<file path="src/rtl/spi_xfer_seq_pkg.sv">
// Shared constants and state encoding for the SPI transfer sequencer.
// Contents: FIFO depth default and the 3-bit sequencer state codes.
package spi_xfer_seq_pkg;

    localparam int SPI_XSEQ_DEPTH = 4;

    typedef enum logic [2:0] {
        SPI_XSEQ_IDLE = 3'd0,
        SPI_XSEQ_LOAD = 3'd1,
        SPI_XSEQ_GO   = 3'd2,
        SPI_XSEQ_RUN  = 3'd3,
        SPI_XSEQ_CAPT = 3'd4
    } xseq_state_t;

endpackage

</file>
<file path="src/rtl/spi_xfer_seq_if.sv">
// Streaming TX/RX word interface of the SPI transfer sequencer.
// master: producer/consumer side; slave: the sequencer.
interface spi_xfer_seq_if #(
    parameter int DW = 32
);

    logic [DW-1:0] tx_data;
    logic          tx_valid;
    logic          tx_ready;
    logic [DW-1:0] rx_data;
    logic          rx_valid;
    logic          rx_ready;

    modport master (
        output tx_data,
        output tx_valid,
        output rx_ready,
        input  tx_ready,
        input  rx_data,
        input  rx_valid
    );

    modport slave (
        input  tx_data,
        input  tx_valid,
        input  rx_ready,
        output tx_ready,
        output rx_data,
        output rx_valid
    );

endinterface

</file>
<file path="src/rtl/spi_sync_fifo.sv">
// Synchronous circular-buffer FIFO with occupancy count.
// Ports: clk, rst (sync, active-low), wr/wdata, rd/rdata, full, empty, level.
module spi_sync_fifo #(
    parameter int DW = 32,
    parameter int AW = 2
) (
    input  logic          clk,
    input  logic          rst,
    input  logic          wr,
    input  logic [DW-1:0] wdata,
    input  logic          rd,
    output logic [DW-1:0] rdata,
    output logic          full,
    output logic          empty,
    output logic [AW:0]   level
);

    localparam int DEPTH = 1 << AW;

    logic [DW-1:0] mem [DEPTH];
    logic [AW-1:0] wp;
    logic [AW-1:0] rp;
    logic [AW:0]   cnt;
    logic          do_wr;
    logic          do_rd;

    // Full and empty guard the pointers; no bypass through an empty FIFO.
    assign full  = (cnt == (AW+1)'(DEPTH));
    assign empty = (cnt == '0);
    assign do_wr = wr && !full;
    assign do_rd = rd && !empty;
    assign rdata = mem[rp];
    assign level = cnt;

    always_ff @(posedge clk) begin
        if (do_wr) begin
            mem[wp] <= wdata;
        end
    end

    always_ff @(posedge clk) begin
        if (!rst) begin
            wp  <= '0;
            rp  <= '0;
            cnt <= '0;
        end else begin
            if (do_wr) begin
                wp <= wp + 1'b1;
            end
            if (do_rd) begin
                rp <= rp + 1'b1;
            end
            unique case ({do_wr, do_rd})
                2'b10:   cnt <= cnt + 1'b1;
                2'b01:   cnt <= cnt - 1'b1;
                default: cnt <= cnt;
            endcase
        end
    end

endmodule

</file>
<file path="src/rtl/spi_xfer_seq.sv">
// Transfer sequencer feeding spi_shift from a TX FIFO and collecting
// received words into an RX FIFO.
// Ports: clk, rst (sync, active-low), enable, bus (TX/RX stream),
// tx_level/rx_level, busy, sh_* (to/from spi_shift).
module spi_xfer_seq
    import spi_xfer_seq_pkg::*;
#(
    parameter int DEPTH = SPI_XSEQ_DEPTH,
    parameter int AW    = 2,
    parameter int DW    = 32
) (
    input  logic               clk,
    input  logic               rst,
    input  logic               enable,
    spi_xfer_seq_if.slave      bus,
    output logic [AW:0]        tx_level,
    output logic [AW:0]        rx_level,
    output logic               busy,
    output logic [DW-1:0]      sh_p_in,
    output logic [3:0]         sh_latch,
    output logic [3:0]         sh_byte_sel,
    output logic               sh_go,
    input  logic               sh_tip,
    input  logic [DW-1:0]      sh_p_out
);

    xseq_state_t   state;
    logic [DW-1:0] tx_head;
    logic          tx_full;
    logic          tx_empty;
    logic          rx_full;
    logic          rx_empty;
    logic          tx_pop;
    logic          rx_push;
    logic          start;

    assign tx_pop  = (state == SPI_XSEQ_LOAD);
    assign rx_push = (state == SPI_XSEQ_CAPT);

    // RX space is reserved at start; with one transfer in
    // flight the capture can never meet a full RX FIFO.
    assign start = enable && !tx_empty && !sh_tip
                && (rx_level < (AW+1)'(DEPTH));

    assign bus.tx_ready = !tx_full;
    assign bus.rx_valid = !rx_empty;

    spi_sync_fifo #(
        .DW (DW),
        .AW (AW)
    ) u_tx_fifo (
        .clk   (clk),
        .rst   (rst),
        .wr    (bus.tx_valid),
        .wdata (bus.tx_data),
        .rd    (tx_pop),
        .rdata (tx_head),
        .full  (tx_full),
        .empty (tx_empty),
        .level (tx_level)
    );

    spi_sync_fifo #(
        .DW (DW),
        .AW (AW)
    ) u_rx_fifo (
        .clk   (clk),
        .rst   (rst),
        .wr    (rx_push),
        .wdata (sh_p_out),
        .rd    (bus.rx_ready),
        .rdata (bus.rx_data),
        .full  (rx_full),
        .empty (rx_empty),
        .level (rx_level)
    );

    // Shift-port outputs are set on the transition into a
    // state so they are valid for the whole state cycle.
    always_ff @(posedge clk) begin
        if (!rst) begin
            state       <= SPI_XSEQ_IDLE;
            busy        <= 1'b0;
            sh_p_in     <= '0;
            sh_latch    <= '0;
            sh_byte_sel <= '0;
            sh_go       <= 1'b0;
        end else begin
            unique case (state)
                SPI_XSEQ_IDLE: begin
                    if (start) begin
                        state       <= SPI_XSEQ_LOAD;
                        busy        <= 1'b1;
                        sh_latch    <= 4'b0001;
                        sh_byte_sel <= 4'hF;
                        sh_p_in     <= tx_head;
                    end
                end
                SPI_XSEQ_LOAD: begin
                    state       <= SPI_XSEQ_GO;
                    sh_go       <= 1'b1;
                    sh_latch    <= '0;
                    sh_byte_sel <= '0;
                end
                SPI_XSEQ_GO: begin
                    state <= SPI_XSEQ_RUN;
                    sh_go <= 1'b0;
                end
                SPI_XSEQ_RUN: begin
                    if (!sh_tip) begin
                        state <= SPI_XSEQ_CAPT;
                    end
                end
                SPI_XSEQ_CAPT: begin
                    state <= SPI_XSEQ_IDLE;
                    busy  <= 1'b0;
                end
                default: begin
                    state <= SPI_XSEQ_IDLE;
                    busy  <= 1'b0;
                    sh_go <= 1'b0;
                end
            endcase
        end
    end

endmodule

</file>
<file path="src/flat_wrapper.sv">
// flat-port wrapper written by rule: the top's interface ports become plain ports
module spi_xfer_seq_flat import spi_xfer_seq_pkg::*;
#(
    parameter int DEPTH = SPI_XSEQ_DEPTH,
    parameter int AW    = 2,
    parameter int DW    = 32
)
  (clk, rst, enable, tx_level, rx_level, busy, sh_p_in, sh_latch, sh_byte_sel, sh_go, sh_tip, sh_p_out, bus_tx_data, bus_tx_valid, bus_rx_ready, bus_tx_ready, bus_rx_data, bus_rx_valid);
  spi_xfer_seq_if #(.DW(DW)) bus_i ();
  input  logic clk;
  input  logic rst;
  input  logic enable;
  output logic [AW:0] tx_level;
  output logic [AW:0] rx_level;
  output logic busy;
  output logic [DW-1:0] sh_p_in;
  output logic [3:0] sh_latch;
  output logic [3:0] sh_byte_sel;
  output logic sh_go;
  input  logic sh_tip;
  input  logic [DW-1:0] sh_p_out;
  input wire logic [$bits(bus_i.tx_data)-1:0] bus_tx_data;
  input wire logic [$bits(bus_i.tx_valid)-1:0] bus_tx_valid;
  input wire logic [$bits(bus_i.rx_ready)-1:0] bus_rx_ready;
  output wire logic [$bits(bus_i.tx_ready)-1:0] bus_tx_ready;
  output wire logic [$bits(bus_i.rx_data)-1:0] bus_rx_data;
  output wire logic [$bits(bus_i.rx_valid)-1:0] bus_rx_valid;
  assign bus_i.tx_data = bus_tx_data;
  assign bus_i.tx_valid = bus_tx_valid;
  assign bus_i.rx_ready = bus_rx_ready;
  assign bus_tx_ready = bus_i.tx_ready;
  assign bus_rx_data = bus_i.rx_data;
  assign bus_rx_valid = bus_i.rx_valid;
  spi_xfer_seq #(.DEPTH(DEPTH), .AW(AW), .DW(DW)) u_core (.clk(clk), .rst(rst), .enable(enable), .bus(bus_i), .tx_level(tx_level), .rx_level(rx_level), .busy(busy), .sh_p_in(sh_p_in), .sh_latch(sh_latch), .sh_byte_sel(sh_byte_sel), .sh_go(sh_go), .sh_tip(sh_tip), .sh_p_out(sh_p_out));
endmodule
</file>
<file path="config.mk">
export PLATFORM = sky130hd
export DESIGN_NAME = spi_xfer_seq_flat
export DESIGN_NICKNAME = d
export VERILOG_FILES = /design/src/rtl/spi_xfer_seq_pkg.sv /design/src/rtl/spi_xfer_seq_if.sv /design/src/rtl/spi_sync_fifo.sv /design/src/rtl/spi_xfer_seq.sv /design/src/flat_wrapper.sv
export SDC_FILE = /design/constraint.sdc
export NUM_CORES = 1
export LEC_CHECK = 0
export ABC_AREA = 1
export ABC_CLOCK_PERIOD_IN_PS = 4100
export CAP_MARGIN = 15
export CORE_MARGIN = 10
export CORE_UTILIZATION = 40
export DETAILED_ROUTE_END_ITERATION = 6
export PLACE_DENSITY = 0.65
export SLEW_MARGIN = 20
export SYNTH_ARGS = -nofsm -noshare
export SYNTH_HDL_FRONTEND = slang
export SYNTH_SLANG_ARGS = --single-unit
export TNS_END_PERCENT = 5
</file>
<file path="constraint.sdc">
create_clock -name clk -period 4.1 [get_ports clk]
set_input_delay 0.615 -clock clk [delete_from_list [all_inputs] [get_ports clk]]
set_output_delay 0.615 -clock clk [all_outputs]
set_load 0.01 [all_outputs]
</file>
==> results of run 1 <==
## routing by layer
layer | global-route usage [%] | vias up
met4 | 3.834 | 0
met2 | 22.87 | 227
met5 | 0 | -
met1 | 17.73 | 3696
li1 | - | 3842
met3 | 3.458 | 37
## cells by family (layout without fill, tap and decap cells)
logic type	Yosys count	count (layout)	synth area share, %
adders and majority gates	12	12	1.370
and+or+nand+nor	410	410	13.06
buffers and inverters	128	291	4.618
DFF	310	310	72.73
other	1	4	0.03111
AOI/OAI and AO/OA	187	187	8.116
xor gates and xnor gates	1	1	0.07267
## layout make-up
| class | instances | area, sq um | area share [%] |
|---|---|---|---|
| clock buffers | 43 | 904.6 | 6.010 |
| repair buffers | 161 | 1627 | 10.81 |
| diodes | 1 | 2.502 | 0.01663 |
| inverters | 69 | 259.0 | 1.721 |
| well taps | 390 | 488.0 | 3.242 |
| multi-input cells | 613 | 2798 | 18.59 |
| flip-flops and latches | 310 | 8771 | 58.28 |
| clock inverters | 18 | 201.4 | 1.338 |
## worst max-delay path, stage by stage (launching register included)
cell and delay [ns]:
dfxtp_2 0.32, clkinv_1 0.59, buf_4 0.51, o21ai_0 0.21, o22ai_1 0.12, clkdlybuf4s50_1 0.50
## worst max-delay path by stage
stage | from | end | slack [ns] | cells past startpoint
2_1_floorplan | u_core.u_tx_fifo.level[1] | u_core.u_tx_fifo.mem[0][0] | 1.49 | 4
3_3_place_gp | register | bus_rx_data[2] | 1.26 | 5
3_5_place_dp | register | bus_rx_data[2] | 1.24 | 5
4_1_cts | register | bus_rx_data[20] | 0.71 | 5
5_1_grt | register | bus_rx_data[20] | 0.47 | 5
6_report | register | bus_rx_data[20] | 0.73 | 5
## power by group
part	switching [mW]	internal, mW
Sequential	0.0673	3.58
Clock	1.18	1.82
Combinational	0.816	0.577
## stage by stage
step                hold WS [ns]  utilization [%]
global route              0.4858            50.64
global placement          0.4623            46.66
finish                    0.4683            50.65
floorplan                 0.4505                -
detailed placement        0.4634            46.66
CTS                       0.4719            50.39
## placed cells by master, fill, tap and decap left out, types with 13 or more instances in the layout
cell type and instances:
o21ai_0 126, nor2_1 175, dfxtp_1 52, a21oi_1 13
edfxtp_1 256, nand2_1 212, o21ai_1 14, clkbuf_16 34
clkdlybuf4s50_1 147, inv_1 64, o22ai_1 32
## flip-flops by register name, summed over array words and instances (netlist names), named ones only
signal,flops
u_core.busy,1
u_core.u_tx_fifo.level,3
u_core.sh_byte_sel,1
u_core.sh_go,1
u_core.u_tx_fifo.mem,128
u_core.u_tx_fifo.rp,2
u_core.state,3
u_core.u_rx_fifo.wp,2
u_core.u_tx_fifo.wp,2
u_core.sh_p_in,32
u_core.u_rx_fifo.rp,2
u_core.u_rx_fifo.level,3
u_core.u_rx_fifo.mem,128
==> metrics.cfg, run 1 <==
[status]
outcome=finished clean

[drt]
met3_length_um=1837
viasPerCell=4.861
top_layer_used=met4
drt-total-wl_um=26740
ant_nets=0
wire_per_inst_um=16.66
route.detailed.drc=0
firstDrtPassIters=4
drt_iter0_drc=529
met2_length_um=12630
vias=7802
met1_length_um=11790

[clock_tree]
clk_pin_slew_ns=0.06
hold_buffers=0
cts-htree-levels=2
cts_sinks=310
cts_resized=0
cts_tree=built
clk_latency_ns=0.51
cts_buffer_depth=3
cts_post_setup_buffers_inserted=0
cts_buffers=34
cts_root_buffer=clkbuf_16

[synthesis]
yosysUniqueCellTypes=27
syn-cell-area_sq_um=12060
synth_edf_count=256
synth_seq_area_share_pct=72.73
synth-async-reset-ratio_pct=0
synth_top_area_share_pct=63.77
synthCells=1049
yosys_most_used_dff=edfxtp_1
synth_commonest_cells=edfxtp_1 (256), nand2_1 (212), nor2_1 (183)
avgSynthCellArea_sq_um=11.49
yosysMostFrequentCell=edfxtp_1
synth_area_leaders=edfxtp_1 (64%), dfxtp_1 (9.0%), nand2_1 (6.6%)
ys_ff_latch=310
yosysWarningCount=0
synth_top_cell_by_area=edfxtp_1

[die]
floorplan.initialDensity_pct=40.57
coreArea_sq_um=29720
io_pins=152
die_height_um=193.6
dieArea_sq_um=37480
die_w_um=193.6
rows=63

[layout]
syn_to_final_growth_pct=24.85
layoutNonFillerInstCount=1605
fin_area_sq_um=15050
finalNetCount=1271
filler_cell_count=2599
drive_gt1_share_pct=6.590

[power]
ir_worst_vdd_mv=0.3255
p_total_mw=8.037
pwr_density_cell_nw_per_um2=534.0
power_leakage_nw=5.470

[placement]
place_area_sq_um=13870
place_congestion=0.7520
dp_cells=1540
post-dp-hpwl_um=15870
numPortBuffers=148
place_ws_ns=1.240

[worst_setup_path]
r2r-start=u_core.state[2]
r2r-end=u_core.u_rx_fifo.mem[0][13]
end_kind=primary output
r2r_cells=4
required_ns=3.48
crit_fanout=36
timing_worst_setup_path_type=reg2out
r2r_setup_slack_ns=1.77
critPathLaunchType=register
critical_path_arrival_ns=2.75

[flow_run]
maxCapViolCount=0

[grt]
grt_pass1_vias=7718
grt_max_degree=67
grt_overflow=0
grt_pass1_wl_um=42510
grt_usage_pct=13.86
antenna_found_initial=1

[timing]
final_max_slew_viol_count=0
relSlewSlack_pct=26.19
max_slew.worst_pin.slew_ns=1.105
post-route-min-period_ns=3.366
max_freq_ghz=0.2971
fin_worst_skew_ns=0.01308
rsz0062_at_grt=false
hold_viol=0
setup_viol=0
setup_ws_ns=0.7342
period_share_pct=82.09
tns_ns=0

[hold_path]
worstHoldStart=u_core.busy
hp-class=reg2reg
min_to=u_core.busy
worstHoldPathCells=2

Note: power is estimated with default switching activity, not from simulation.
==> inputs of run 2 (changes only) <==
--- a/config.mk
+++ b/config.mk
@@ -6,7 +6,7 @@
 export NUM_CORES = 1
 export LEC_CHECK = 0
 export ABC_AREA = 1
-export ABC_CLOCK_PERIOD_IN_PS = 4100
+export ABC_CLOCK_PERIOD_IN_PS = 3300
 export CAP_MARGIN = 15
 export CORE_MARGIN = 10
 export CORE_UTILIZATION = 40
==> constraint.sdc (replaced) <==
create_clock -name clk -period 3.3 [get_ports clk]
set_input_delay 0.495 -clock clk [delete_from_list [all_inputs] [get_ports clk]]
set_output_delay 0.495 -clock clk [all_outputs]
set_load 0.01 [all_outputs]
==> metrics.cfg, run 2 (synthesis results as in run 1) <==
[status]
outcome=finished clean

[hold_path]
worstHoldPathCells=2
worstHoldStart=u_core.busy
hp-class=reg2reg

[drt]
vias=7759
viasPerCell=4.810
drt-total-wl_um=26520
ant_nets=0
wire_per_inst_um=16.44
route.detailed.drc=0
firstDrtPassIters=6
drt_iter0_drc=488

[power]
ir_worst_vdd_mv=0.4354
p_total_mw=9.863
power_leakage_nw=5.473
pwr_density_cell_nw_per_um2=656.1

[worst_setup_path]
r2r-start=u_core.state[1]
cpPeakStageDelay_ns=0.50
critical_path_arrival_ns=2.53
crit_fanout=23
cp_top_family=buffers and inverters
critPathLaunchType=register
cpMaxStageDelayCell=clkdlybuf4s50_1
timing_worst_setup_path_type=reg2out
worst-path-buf-inv=3
path_depth=5
worstPathCellList=clkinv_1 > buf_4 > o21ai_0 > o22ai_1 > clkdlybuf4s50_1
end_kind=primary output
required_ns=2.80
r2r_cells=11

[layout]
finalNetCount=1279
syn_to_final_growth_pct=24.70
reg.largest.list=u_core.u_rx_fifo.mem: 128 flops, u_core.u_tx_fifo.mem: 128 flops, u_core.sh_p_in: 32 flops
layoutNonFillerInstCount=1613
final_common_cell=edfxtp_1
filler_cell_count=2587
final_cell_mix=edfxtp_1 (256), nand2_1 (212), nor2_1 (175)
drive_gt1_share_pct=6.962

[placement]
numPortBuffers=148
post-dp-hpwl_um=16150
place_congestion=0.7082
place_ws_ns=0.7581
dp_cells=1551

[clock_tree]
hold_buffers=0
clk_latency_ns=0.49
cts_resized=0
cts_buffers=34
cts_buffer_depth=3
cts-htree-levels=2
cts_sinks=310
clk_pin_slew_ns=0.05
cts_post_setup_buffers_inserted=0
cts_tree=built
cts_root_buffer=clkbuf_16

[die]
io_pins=152
rows=63
die_height_um=193.6
floorplan.initialDensity_pct=40.57
coreArea_sq_um=29720
die_w_um=193.6
dieArea_sq_um=37480

[grt]
grt_max_degree=67
grt_overflow=0
grt_usage_pct=13.67
grt_pass1_vias=7567
antenna_found_initial=3
grt_pass1_wl_um=41810

[timing]
setup_ws_ns=0.2780
hold_viol=0
setup_viol=0
relSlewSlack_pct=49.15
post-route-min-period_ns=3.022
rsz0062_at_grt=false
fin_worst_skew_ns=0.01407
period_share_pct=91.58
max_slew.worst_pin.slew_ns=0.7617
max_freq_ghz=0.3309
tns_ns=0
final_max_slew_viol_count=0

[flow_run]
maxCapViolCount=0

run 2: cell types whose count changed in the layout (fill, tap and decap cells not counted), sizes merged:
cell / change
clkbuf: +4
buf: +8
bufinv: -1
diode: +1
clkinv: -5
clkinvlp: +1
run 2: path summary, 6_finish.rpt:
check | to | slack [ns]
hold / removal | u_core.busy | 0.47
setup / recovery | bus_rx_data[17] | 0.28
hold reg to reg | u_core.busy | 0.47
setup reg to reg | u_core.u_rx_fifo.level[2] | 1.07
run 2: stage by stage:
stage          area [sq um]  hold WS, ns  utilization (%)
2_1_floorplan         12060       0.4505                -
3_3_place_gp          13960       0.4637            46.98
3_5_place_dp          13960       0.4642            46.98
4_1_cts               15030       0.4737            50.57
5_1_grt               15030       0.5032            50.57
6_report              15030       0.4714            50.59
run 2: cell type report:
type                       instances  area (sq um)  area share (%)
tap                              390         488.0           3.246
inverter                          69         259.0           1.723
antenna                            2         5.005         0.03329
sequential                       310          8771           58.34
timing repair buffer             169          1647           10.95
clock buffer                      47         920.9           6.126
clock inverter                    13         145.1          0.9655
multi-input combinational        613          2798           18.61
run 2: metal layers:
metal	vias up	GRT usage [%]	share of wire, %	wire, um
li1	3852	-	-	-
met1	3685	16.73	44	11620
met2	188	23.28	48	12770
met3	32	3.821	6.5	1726
met4	2	3.433	1.5	392
met5	-	0	0.049	13
run 2: tightest hold or removal path, cell delays in order (launching register included):
cell,delay (ns)
dfxtp_1,0.31
nand2_1,0.06
a21oi_1,0.06
run 2: power breakdown:
group / internal (mW) / switching (mW)
logic: 0.732 / 1.01
registers: 4.44 / 0.0893
clock network: 2.19 / 1.40
==> inputs of run 3 (changes only) <==
--- a/config.mk
+++ b/config.mk
@@ -9,9 +9,9 @@
 export ABC_CLOCK_PERIOD_IN_PS = 3300
 export CAP_MARGIN = 15
 export CORE_MARGIN = 10
-export CORE_UTILIZATION = 40
+export CORE_UTILIZATION = 32
 export DETAILED_ROUTE_END_ITERATION = 6
-export PLACE_DENSITY = 0.65
+export PLACE_DENSITY = 0.55
 export SLEW_MARGIN = 20
 export SYNTH_ARGS = -nofsm -noshare
 export SYNTH_HDL_FRONTEND = slang
==> metrics.cfg, run 3 (synthesis results as in run 1) <==
[die]
rows=71
coreArea_sq_um=37400
die_w_um=214.1
floorplan.initialDensity_pct=32.23
dieArea_sq_um=45840
die_height_um=214.1
io_pins=152

[placement]
numPortBuffers=148
place_area_sq_um=14100
place_congestion=0.7350
post-dp-hpwl_um=16540
place_ws_ns=0.7576

[power]
ir_worst_vdd_mv=0.3266
pwr_density_cell_nw_per_um2=659.8
power_leakage_nw=5.498

[timing]
post-route-min-period_ns=3.002
relSlewSlack_pct=49.16
fin_worst_skew_ns=0.01900
setup_ws_ns=0.2979
max_freq_ghz=0.3331
max_slew.worst_pin.slew_ns=0.7616
final_max_slew_viol_count=0
period_share_pct=90.97
tns_ns=0
rsz0062_at_grt=false
setup_viol=0
whs_ns=0.4186
hold_viol=0

[layout]
drive_gt1_share_pct=7.195
n_antenna_cell=0
syn_to_final_growth_pct=26.37
final_common_cell=edfxtp_1
final_cell_mix=edfxtp_1 (256), nand2_1 (212), nor2_1 (175)
fin_area_sq_um=15230
reg.largest.list=u_core.u_rx_fifo.mem: 128 flops, u_core.u_tx_fifo.mem: 128 flops, u_core.sh_p_in: 32 flops
finalNetCount=1281

[drt]
vias=7762
route.detailed.drc=0
firstDrtPassIters=5
drt-total-wl_um=27770
drt_iter0_drc=423
ant_nets=0
viasPerCell=4.476
wire_per_inst_um=16.01

[worst_setup_path]
crit_fanout=20
r2r_cells=10
worstPathCellList=clkinv_1 > buf_4 > o21ai_0 > o22ai_1 > clkdlybuf4s50_1
timing_worst_setup_path_type=reg2out
required_ns=2.80
cpPeakStageDelay_ns=0.49
cpMaxStageDelayCell=clkdlybuf4s50_1
end_kind=primary output
critical_path_arrival_ns=2.51
critPathLaunchType=register

[status]
outcome=finished clean

[grt]
grt_pass1_wl_um=43760
grt_usage_pct=11.88
antenna_found_initial=2
grt_pass1_vias=7657
grt_max_degree=67
grt_overflow=0

[clock_tree]
cts-htree-levels=2
cts_resized=0
hold_buffers=0
clk_pin_slew_ns=0.05
clk_latency_ns=0.52
cts_sinks=310
cts_post_setup_buffers_inserted=0
cts_root_buffer=clkbuf_16
cts_tree=built
cts_buffers=36
cts_buffer_depth=3

[flow_run]
maxCapViolCount=0

[hold_path]
worstHoldPathCells=3
hp-class=in2reg

[run 3: cell type report]
cell class              instances  area, sq um
fillers                      3580        22170
multi-input cells             613         2798
clock buffers                  49        980.9
repair buffers                169         1634
flip-flops and latches        310         8772
clock inverters                13        151.4
inverters                      69        259.0
well taps                     511        639.4
[run 3: worst paths after layout]
| path | start | endpoint | slack (ns) |
|---|---|---|---|
| max | register | bus_rx_data[12] | 0.30 |
| min | rst | u_core.sh_p_in[31] | 0.42 |
| max reg2reg | u_core.u_tx_fifo.level[0] | u_core.u_tx_fifo.level[2] | 1.09 |
| min reg2reg | u_core.busy | u_core.busy | 0.46 |
[run 3: power breakdown]
part / switching, mW / total (mW) / internal (mW) / leakage, nW
Clock: 1.51 / 3.76 / 2.25 / 0.547
Sequential: 0.0869 / 4.53 / 4.45 / 2.77
Combinational: 1.03 / 1.75 / 0.729 / 2.18
Total: 2.62 / 10.1 / 7.43 / 5.50
[run 3: stage by stage]
| step | util, % | cells | total power, mW |
|---|---|---|---|
| floorplan | - | 1051 | 5.592 |
| global placement | 37.71 | 1672 | 6.384 |
| detailed placement | 37.71 | 1672 | 6.402 |
| CTS | 40.73 | 1734 | 10.22 |
| global route | 40.73 | 1734 | 10.55 |
| finish | 40.73 | 1734 | 10.05 |
[run 3: worst max-delay path, delay by kind of cell (launching register included)]
family	cells	cell delay, ns
AOI/OAI and AO/OA	2	0.31
buffers and inverters	3	1.34
DFF	1	0.33
[run 3: layer usage]
metal	track usage [%]	share of wire (%)
met4	3.427	1.9
met3	3.385	6.5
met5	0	0.097
met2	19.80	47
met1	14.71	44
